<file path="src/rtl/spi_slave_regfile.sv">
// SPI mode-0 slave fronting an 8x8 register file; 16-bit frames {cmd, data}, MISO returns regfile[addr] in byte 1.
// Define SPI_SLAVE_WRITE_EN to let cmd bit7 write the data byte; otherwise the file is read-only at its reset values.
module spi_slave_regfile #(
  parameter int SYNC_STAGES = 2
) (
  input  logic       clk_50M,
  input  logic       reset,
  input  logic       SCLK,
  input  logic       SS,
  input  logic       MOSI_bit,
  output logic       MISO_bit,
  output logic       frame_done,
  output logic       frame_err,
  output logic [2:0] last_addr
);

  localparam logic [1:0] IDLE = 2'd0;
  localparam logic [1:0] CMD  = 2'd1;
  localparam logic [1:0] RESP = 2'd2;
  localparam logic [1:0] DONE = 2'd3;

  localparam logic [7:0] RST_VAL [8] = '{8'h3F, 8'h06, 8'h5B, 8'h4F, 8'h66, 8'h6D, 8'h7D, 8'h07};

`ifdef SPI_SLAVE_WRITE_EN
  localparam int SR_W = 7;
`else
  localparam int SR_W = 2;
`endif

  logic [SYNC_STAGES-1:0] sclk_sync_q, sclk_sync_d;
  logic [SYNC_STAGES-1:0] ss_sync_q, ss_sync_d;
  logic [SYNC_STAGES-1:0] mosi_sync_q, mosi_sync_d;
  logic                   sclk_prev_q, ss_prev_q;
  logic [SYNC_STAGES:0]   warm_q, warm_d;

  logic [1:0]      state_q, state_d;
  logic [3:0]      cnt_q, cnt_d;
  logic [SR_W-1:0] shift_q, shift_d;
  logic [2:0]      addr_q, addr_d;
  logic [7:0]      tx_q, tx_d;
  logic            miso_q, miso_d;
  logic            done_q, done_d;
  logic            err_q, err_d;
  logic [2:0]      last_addr_q, last_addr_d;
  logic [7:0]      rf [8];

  logic       sclk_s, ss_s, mosi_s, live;
  logic       sclk_rise, sclk_fall, ss_rise, ss_fall;
  logic [2:0] cmd_addr;

`ifdef SPI_SLAVE_WRITE_EN
  logic       wr_q, wr_d;
  logic       we;
  logic [7:0] rf_q [8];
  logic [7:0] rf_d [8];
`endif

  always_comb begin
    sclk_sync_d = {sclk_sync_q[SYNC_STAGES-2:0], SCLK};
    ss_sync_d   = {ss_sync_q[SYNC_STAGES-2:0], SS};
    mosi_sync_d = {mosi_sync_q[SYNC_STAGES-2:0], MOSI_bit};
    warm_d      = {warm_q[SYNC_STAGES-1:0], 1'b1};
  end

  assign sclk_s = sclk_sync_q[SYNC_STAGES-1];
  assign ss_s   = ss_sync_q[SYNC_STAGES-1];
  assign mosi_s = mosi_sync_q[SYNC_STAGES-1];

  // Edges are ignored until real samples have reached both the sync output and the
  // prev flop, so an SS held low across reset cannot fake a falling edge off the preset.
  assign live      = warm_q[SYNC_STAGES];
  assign sclk_rise = live &  sclk_s & ~sclk_prev_q;
  assign sclk_fall = live & ~sclk_s &  sclk_prev_q;
  assign ss_rise   = live &  ss_s   & ~ss_prev_q;
  assign ss_fall   = live & ~ss_s   &  ss_prev_q;

  assign cmd_addr = {shift_q[1:0], mosi_s};

`ifdef SPI_SLAVE_WRITE_EN
  assign rf = rf_q;
`else
  assign rf = RST_VAL;
`endif

  always_comb begin
    state_d     = state_q;
    cnt_d       = cnt_q;
    shift_d     = shift_q;
    addr_d      = addr_q;
    tx_d        = tx_q;
    miso_d      = miso_q;
    done_d      = 1'b0;
    err_d       = 1'b0;
    last_addr_d = last_addr_q;
`ifdef SPI_SLAVE_WRITE_EN
    wr_d        = wr_q;
    we          = 1'b0;
`endif
    case (state_q)
      IDLE: begin
        if (ss_fall) begin
          state_d = CMD;
          cnt_d   = 4'd0;
          miso_d  = 1'b0;
        end
      end
      CMD: begin
        // SS rising wins over a coincident SCLK edge.
        if (ss_rise) begin
          state_d = IDLE;
          err_d   = 1'b1;
        end else if (sclk_rise) begin
          shift_d = {shift_q[SR_W-2:0], mosi_s};
          cnt_d   = cnt_q + 4'd1;
          if (cnt_q == 4'd7) begin
            state_d = RESP;
            addr_d  = cmd_addr;
            tx_d    = rf[cmd_addr];
            miso_d  = 1'b0;
`ifdef SPI_SLAVE_WRITE_EN
            wr_d    = shift_q[6];
`endif
          end
        end
      end
      RESP: begin
        if (ss_rise) begin
          state_d = IDLE;
          err_d   = 1'b1;
        end else if (sclk_fall) begin
          miso_d = tx_q[7];
          tx_d   = {tx_q[6:0], 1'b0};
        end else if (sclk_rise) begin
          shift_d = {shift_q[SR_W-2:0], mosi_s};
          cnt_d   = cnt_q + 4'd1;
          if (cnt_q == 4'd15) begin
            state_d     = DONE;
            done_d      = 1'b1;
            last_addr_d = addr_q;
            miso_d      = 1'b0;
`ifdef SPI_SLAVE_WRITE_EN
            we          = wr_q;
`endif
          end
        end
      end
      DONE: begin
        miso_d = 1'b0;
        if (ss_rise) state_d = IDLE;
      end
      default: state_d = IDLE;
    endcase
  end

`ifdef SPI_SLAVE_WRITE_EN
  always_comb begin
    rf_d = rf_q;
    if (we) rf_d[addr_q] = {shift_q[6:0], mosi_s};
  end
`endif

  always_ff @(posedge clk_50M or posedge reset) begin
    if (reset) begin
      sclk_sync_q <= '0;
      ss_sync_q   <= '1;
      mosi_sync_q <= '0;
      sclk_prev_q <= 1'b0;
      ss_prev_q   <= 1'b1;
      warm_q      <= '0;
      state_q     <= IDLE;
      cnt_q       <= 4'd0;
      shift_q     <= '0;
      addr_q      <= 3'd0;
      tx_q        <= 8'd0;
      miso_q      <= 1'b0;
      done_q      <= 1'b0;
      err_q       <= 1'b0;
      last_addr_q <= 3'd0;
`ifdef SPI_SLAVE_WRITE_EN
      wr_q        <= 1'b0;
      rf_q        <= RST_VAL;
`endif
    end else begin
      sclk_sync_q <= sclk_sync_d;
      ss_sync_q   <= ss_sync_d;
      mosi_sync_q <= mosi_sync_d;
      sclk_prev_q <= sclk_s;
      ss_prev_q   <= ss_s;
      warm_q      <= warm_d;
      state_q     <= state_d;
      cnt_q       <= cnt_d;
      shift_q     <= shift_d;
      addr_q      <= addr_d;
      tx_q        <= tx_d;
      miso_q      <= miso_d;
      done_q      <= done_d;
      err_q       <= err_d;
      last_addr_q <= last_addr_d;
`ifdef SPI_SLAVE_WRITE_EN
      wr_q        <= wr_d;
      rf_q        <= rf_d;
`endif
    end
  end

  assign MISO_bit   = miso_q & (state_q == RESP) & ~ss_s;
  assign frame_done = done_q;
  assign frame_err  = err_q;
  assign last_addr  = last_addr_q;

endmodule

</file>
<file path="config.mk">
export PLATFORM = sky130hd
export DESIGN_NAME = spi_slave_regfile
export DESIGN_NICKNAME = d
export VERILOG_FILES = /design/src/rtl/spi_slave_regfile.sv
export SDC_FILE = /design/constraint.sdc
export NUM_CORES = 1
export LEC_CHECK = 0
export ABC_CLOCK_PERIOD_IN_PS = 2300
export CAP_MARGIN = 15
export CORE_AREA = 2 2 61 63
export DETAILED_ROUTE_END_ITERATION = 8
export DIE_AREA = 0 0 63 65
export GPL_TIMING_DRIVEN = 0
export PLACE_DENSITY_LB_ADDON = 0.1
export SLEW_MARGIN = 40
export SYNTH_ARGS = -nofsm -noshare
export SYNTH_HDL_FRONTEND = slang
export SYNTH_SLANG_ARGS = --single-unit
export TNS_END_PERCENT = 10
</file>
<file path="constraint.sdc">
create_clock -name clk_50M -period 2.3 [get_ports clk_50M]
set_clock_uncertainty 0.2 [all_clocks]
set_input_delay 0.23 -clock clk_50M [delete_from_list [all_inputs] [get_ports clk_50M]]
set_output_delay 0.23 -clock clk_50M [all_outputs]
set_load 0.01 [all_outputs]
</file>
==> metrics, run 1 <==
Synth Flop Type dfrtp_1; share of flip-flops with an asynchronous set or reset 100%; drt wl/cell about 14 um; GR Util met1 22.2%; worst min path class input port to async pin; grt peak-use layer met2; Die Y 65 um; Distinct cells, synth 39; share of cells above drive strength 1 21.5%; post-layout instance area a little over 2000 um^2; number of synthesis warnings 0; post-detail-place hpwl 2260 um; outcome finished, final reports clean; Max FO, Critical Path 10; M2 GR Usage 28.6%; most frequent cell after synthesis dfrtp_1; top cells by area, synth dfrtp_1 (46%), mux2_2 (8.8%), ha_1 (8.4%), dfstp_2 (4.4%), inv_1 (2.5%); Tightest Pin Transition between 0.6 and 0.7 ns; crit path kind flop to output pin; Final Net Count 188; number of diodes 0; most frequent CP cell clkbuf_8; pwr dens approximately 1100 nW/um^2; crit end category output pin; GRT Residual Overflow 0; Final period util 95.0%; Psw 0.819 mW; Seq cells post-synth 36; CTS Buffer Depth 2; Reg clk slew, reported paths between 0.1 and 0.15 ns; clock period minus final worst setup slack 2.18 ns; clock share of power around 16%; register area 905 um^2; vias in the first global route 1171; global-route wire length before repair 5560 um; sequential share of power 40.4%; Core Box Area 3500 um^2; CP bufs+invs 4; H-tree depth 2; # IOs 11; Startpoint Class flop; GP Congestion 0.804; sequential area share after synthesis between 50% and 60%; syn avg cell area between 10 and 15 um^2; Post-synth EDFFs 0; Hold Vio Cnt, Final 0; Net Sw Frac 37.3%; most frequent cells after synthesis dfrtp_1 (33), mux2_2 (14), ha_1 (12), inv_1 (12), nand2_1 (9); row count 22; worst path cell trace inv_2 -> ha_4 -> clkbuf_8 -> clkbuf_8 -> and3b_1 -> dlygate4sd2_1; routing usage on met3 5.73%; Power Internal between 1 and 1.5 mW; CP required approximately 1.9 ns; syn_nets 170; area occupied by multi-input gates 842 um^2; placed cell area 1950 um^2; Slowest cell on crit path dfrtp_1; Die Span X 63 um; DR iter-0 viols 53; Post-CTS Hold Fix Bufs 0; effective utilization at floorplan between 50% and 60%; relative slew slack 58.8%; combinational fraction of design power 43.7%; GRT Resource Usage Total 17.7%; insertion delay to the later sink of the worst-skew pair about 0.34 ns; DRC 0; setup violators final 0; TritonRoute pass-1 iters 5; CTS tree built; CTS sink cnt 36; DR vias/cell 5.44; Max VDD drop 0.000631 V; Post-Synthesis Cells 153; antenna viol nets, final 0; fin. max-slew vios 0; Yosys top cell by area dfrtp_1; Inserted Clock Buffers 5; die area 4100 um^2; Design Power 2.20 mW; area fraction of the dominant cell type after synthesis 46.0%; largest net degree at the start of global routing 37; via count roughly 1.2k; f_max approximately 460 MHz; PortBufs 10; CP arrival 1.75 ns; CTS root buf clkbuf_4; Largest stage delay, worst path 0.40 ns; Max Cap Viol 0; initial antenna violation count 0; P&R area growth vs syn 14.6%; RSZ-0062 raised after global routing no; Lkg Pwr 0.939 nW; critical path's top delay family buffers and inverters; Post-Synthesis Cell Area between 1500 and 2000 um^2; Total Wirelength around 3100 um; fillers 309
[per-stage QoR]
step / hold WS (ns) / std cells / setup TNS (ns) / util [%] / worst slack (ns)
final: 0.0581 / 220 / 0 / 58.8 / 0.115
after floorplan: 0.0345 / 153 / 0 / - / 0.363
after CTS: 0.0850 / 220 / 0 / 58.7 / 0.0451
after detailed placement: 0.137 / 211 / -0.383 / 55.9 / -0.383
after global routing: 0.0848 / 220 / 0 / 58.8 / 0.0107
after global placement: 0.133 / 211 / -0.362 / 55.9 / -0.362
[cell usage in the layout, fill, tap and decap left out, types with 2 or more instances in the layout]
cell type	synthesis	final
a211o_1	2	2
a21oi_1	6	6
and3_1	2	2
buf_4	1	2
clkbuf_1	3	3
clkbuf_4	0	5
clkbuf_8	0	3
clkdlybuf4s50_1	0	9
dfrtp_1	33	33
dfstp_2	3	3
ha_1	12	11
inv_1	12	10
mux2_2	14	14
mux2i_1	4	4
nand2_1	9	9
nand3_1	5	5
nand3b_1	3	3
nor2_1	6	6
nor2b_1	3	3
o211ai_1	3	3
o21ai_0	8	8
o2bb2ai_1	3	3
o31ai_1	2	2
[sequential cells by signal, indices dropped and copies added, names as in the netlist, 2 cells and up]
signal / cells
last_addr: 3
sclk_sync_q: 2
shift_q: 2
warm_q: 3
addr_q: 3
mosi_sync_q: 2
tx_q: 8
state_q: 2
cnt_q: 4
ss_sync_q: 2
[final cells by class]
| class | count | share of cell area, % |
|---|---|---|
| flip-flops and latches | 36 | 44.0 |
| multi-input cells | 101 | 40.9 |
| repair buffers | 11 | 5.17 |
| well taps | 48 | 2.92 |
| clock buffers | 8 | 2.86 |
| inverters | 12 | 2.25 |
| plain buffers | 4 | 1.89 |
[layer usage]
layer  part of all wire (%)  vias up
met5                      0        -
met4                    1.5        0
met3                    3.9        7
met2                     47       21
met1                     48      587
li1                       -      581
[power groups by stage]
stage          combinational (mW)  sequential, mW  clock (mW)
2_1_floorplan               0.740           0.870           0
5_1_grt                      1.08           0.909       0.394
3_5_place_dp                0.910           0.901           0
3_3_place_gp                0.884           0.891           0
4_1_cts                     0.962           0.889       0.363
6_report                    0.961           0.888       0.350
[final timing paths]
| kind | start | endpoint | slack [ns] | cells after the start |
|---|---|---|---|---|
| max | state_q[0]$_DFFE_PP0P_ | MISO_bit | 0.12 | 6 |
| min | reset | warm_q[2]$_DFF_PP0_ | 0.06 | 2 |
| max reg2reg | state_q[1]$_DFFE_PP0P_ | cnt_q[3]$_DFFE_PP0P_ | 0.17 | 6 |
| min reg2reg | warm_q[1]$_DFF_PP0_ | warm_q[2]$_DFF_PP0_ | 0.14 | 0 |
| max in group asynchronous | reset | tx_q[0]$_DFFE_PP0P_ | 1.45 | 2 |
| min in group clk_50M | SS | ss_sync_q[0]$_DFF_PP1_ | 0.10 | 1 |
[kinds of logic after synthesis]
kind of cell             after synthesis  synth area share [%]
AND/OR/NAND/NOR                       39                  13.6
other                                  1                 0.209
multiplexers                          18                  11.0
adder cells (fa/ha/maj)               12                  8.37
flip-flops                            36                  50.4
buffers and inverters                 16                  3.56
AO/OA/AOI/OAI                         31                  12.8
[timing repair]
action | CTS | global route
resized for setup | 10 | 1
setup endpoints to repair | 1 | 2
buffers inserted | 1 | 0
(Power assumes the default switching activity.)
==> inputs of run 2 (changes only) <==
--- a/config.mk
+++ b/config.mk
@@ -7,9 +7,10 @@
 export LEC_CHECK = 0
 export ABC_CLOCK_PERIOD_IN_PS = 2300
 export CAP_MARGIN = 15
-export CORE_AREA = 2 2 61 63
+export CORE_AREA = 2 2 67 69
+export CTS_CLUSTER_DIAMETER = 50
 export DETAILED_ROUTE_END_ITERATION = 8
-export DIE_AREA = 0 0 63 65
+export DIE_AREA = 0 0 69 71
 export GPL_TIMING_DRIVEN = 0
 export PLACE_DENSITY_LB_ADDON = 0.1
 export SLEW_MARGIN = 40
==> metrics, run 2 (synthesis gave the netlist of run 1 again) <==
Biggest register tx_q (unchanged); grt peak-use layer met2 (unchanged); GP Congestion 0.751 (was 0.804); Fin Setup TNS 0 ns (unchanged); Max Cap Viol 0 (unchanged); most common cell after layout, fill and taps aside dfrtp_1 (unchanged); initial antenna violation count 0 (unchanged); setup violators final 0 (unchanged); crit path kind flop to flop (was flop to output pin); dpl cells 215 (was 211); post-detail-place hpwl 2370 um (was 2260 um); Die Y 71 um (was 65 um); GR Util met1 18.7% (was 22.2%); antenna viol nets, final 0 (unchanged); R2R Setup Slk 0.16 ns (was 0.17 ns); Inserted Clock Buffers 5 (unchanged); number of flip-flops under the largest register name 8 (unchanged); Final Net Count 188 (unchanged); Hold Vio Cnt, Final 0 (unchanged); minimum hold slack 0.146 ns (was 0.0581 ns); Hold Crit Start SS; H-tree depth 2 (unchanged); relative slew slack 51.4% (was 58.8%); effective utilization at floorplan 42.7% (was 51.3%); crit end category flop (was output pin); Reg clk slew, reported paths 0.07 ns (was 0.11 ns); Worst R2R End cnt_q[3]$_DFFE_PP0P_ (unchanged); CTS tree built (unchanged); Final period util 93.1% (was 95.0%); P&R area growth vs syn 16.9% (was 14.6%); Reg2Reg Depth 6 (unchanged); clock period minus final worst setup slack 2.14 ns (was 2.18 ns); commonest non-fill, non-tap cells in the layout dfrtp_1 (33), mux2_2 (14), inv_1 (10), ha_1 (10) (was dfrtp_1 (33), mux2_2 (14), ha_1 (11), inv_1 (10)); GRT Resource Usage Total 14.6% (was 17.7%); outcome finished, final reports clean (unchanged); vias in the first global route 1186 (was 1171); routing usage on met3 4.13% (was 5.73%); PortBufs 10 (unchanged); drt wl/cell 14.7 um (was 14.3 um); hold path depth 1; DRC 0 (unchanged); CTS sink cnt 36 (unchanged); reg2reg start state_q[1]$_DFFE_PP0P_ (unchanged); largest net degree at the start of global routing 37 (unchanged); Max FO, Critical Path 7 (was 10); CTS Buffer Depth 2 (unchanged); insertion delay to the later sink of the worst-skew pair 0.29 ns (was 0.34 ns); Largest regs tx_q x8, cnt_q x4 (unchanged); pwr dens 1120 nW/um^2 (was 1070 nW/um^2); f_max 467 MHz (was 458 MHz); share of cells above drive strength 1 22.7% (was 21.5%); M2 GR Usage 23.3% (was 28.6%); CP arrival 2.11 ns (was 1.75 ns); die area 4900 um^2 (was 4100 um^2); CP required 2.27 ns (was 1.87 ns); Post-CTS Hold Fix Bufs 0 (unchanged); DR vias/cell 5.32 (was 5.44); Lkg Pwr 0.950 nW (was 0.939 nW); WHS Endpoint ss_sync_q[0]$_DFF_PP1_; number of diodes 0 (unchanged); via count 1192 (was 1196); worst min path class input port to flop (was input port to async pin); global-route wire length before repair 5630 um (was 5560 um); row count 24 (was 22); Max VDD drop 0.000452 V (was 0.000631 V); CTS root buf clkbuf_8 (was clkbuf_4); RSZ-0062 raised after global routing no (unchanged); non-filler cells, final 224 (was 220); Total Wirelength 3300 um (was 3150 um); Core Box Area 4200 um^2 (was 3500 um^2); fin. max-slew vios 0 (unchanged); Startpoint Class flop (unchanged); TritonRoute pass-1 iters 4 (was 5); Die Span X 69 um (was 63 um); Tightest Pin Transition 0.729 ns (was 0.617 ns); DR iter-0 viols 56 (was 53); # IOs 11 (unchanged); GRT Residual Overflow 0 (unchanged)
## run 2: cell types whose count changed in the layout (fill, tap and decap cells not counted), sizes merged
cell,previous run,this run
inv,11,12
clkinvlp,0,1
clkinv,1,0
clkbuf,11,10
## run 2: per-layer routing
metal | share of wire, % | up-vias
met4 | 1.5 | 0
li1 | - | 577
met2 | 47 | 18
met3 | 4.2 | 6
met5 | 0 | -
met1 | 47 | 591
## run 2: layout make-up
cell class	count	area (um^2)
fillers	389	2110
flip-flops and latches	36	905
multi-input cells	101	845
repair buffers	11	106
clock buffers	7	86.3
well taps	52	65.1
inverters	12	45.0
plain buffers	4	38.8
clock inverters	1	7.51
## run 2: critical path: stages, from the launching register on
cell	delay, ns
dfrtp_1	0.42
inv_1	0.11
ha_1	0.29
o211a_1	0.25
o21bai_2	0.20
nand3_1	0.21
a211o_1	0.35
## run 2: report_power, final
part / leakage [nW] / switching (mW) / internal, mW
sequential: 0.444 / 0.117 / 0.776
combinational: 0.462 / 0.518 / 0.465
clock: 0.0445 / 0.220 / 0.243
## run 2: metrics by stage
stage,utilization (%),area (um^2),power [mW],worst slack (ns)
after floorplan,-,1790,1.61,0.363
after global placement,46.6,1960,1.79,-0.382
after detailed placement,46.6,1960,1.82,-0.430
after CTS,49.8,2090,2.35,0.0653
after global routing,49.9,2100,2.52,0.0463
final,49.9,2100,2.34,0.160
## run 2: what timing repair did
item	in CTS	in global routing
resized for setup	10	2
setup buffers	1	0
setup endpoints to repair	4	2
pin swaps	0	1
## run 2: worst max path at each step
stage                                 to              startpoint  cells after the start
finish              cnt_q[3]$_DFFE_PP0P_  state_q[1]$_DFFE_PP0P_                      6
global route        cnt_q[3]$_DFFE_PP0P_  state_q[1]$_DFFE_PP0P_                      6
floorplan           cnt_q[3]$_DFFE_PP0P_  state_q[0]$_DFFE_PP0P_                      6
detailed placement              MISO_bit  state_q[0]$_DFFE_PP0P_                      6
global placement                MISO_bit  state_q[0]$_DFFE_PP0P_                      6
CTS                 cnt_q[3]$_DFFE_PP0P_  state_q[1]$_DFFE_PP0P_                      6
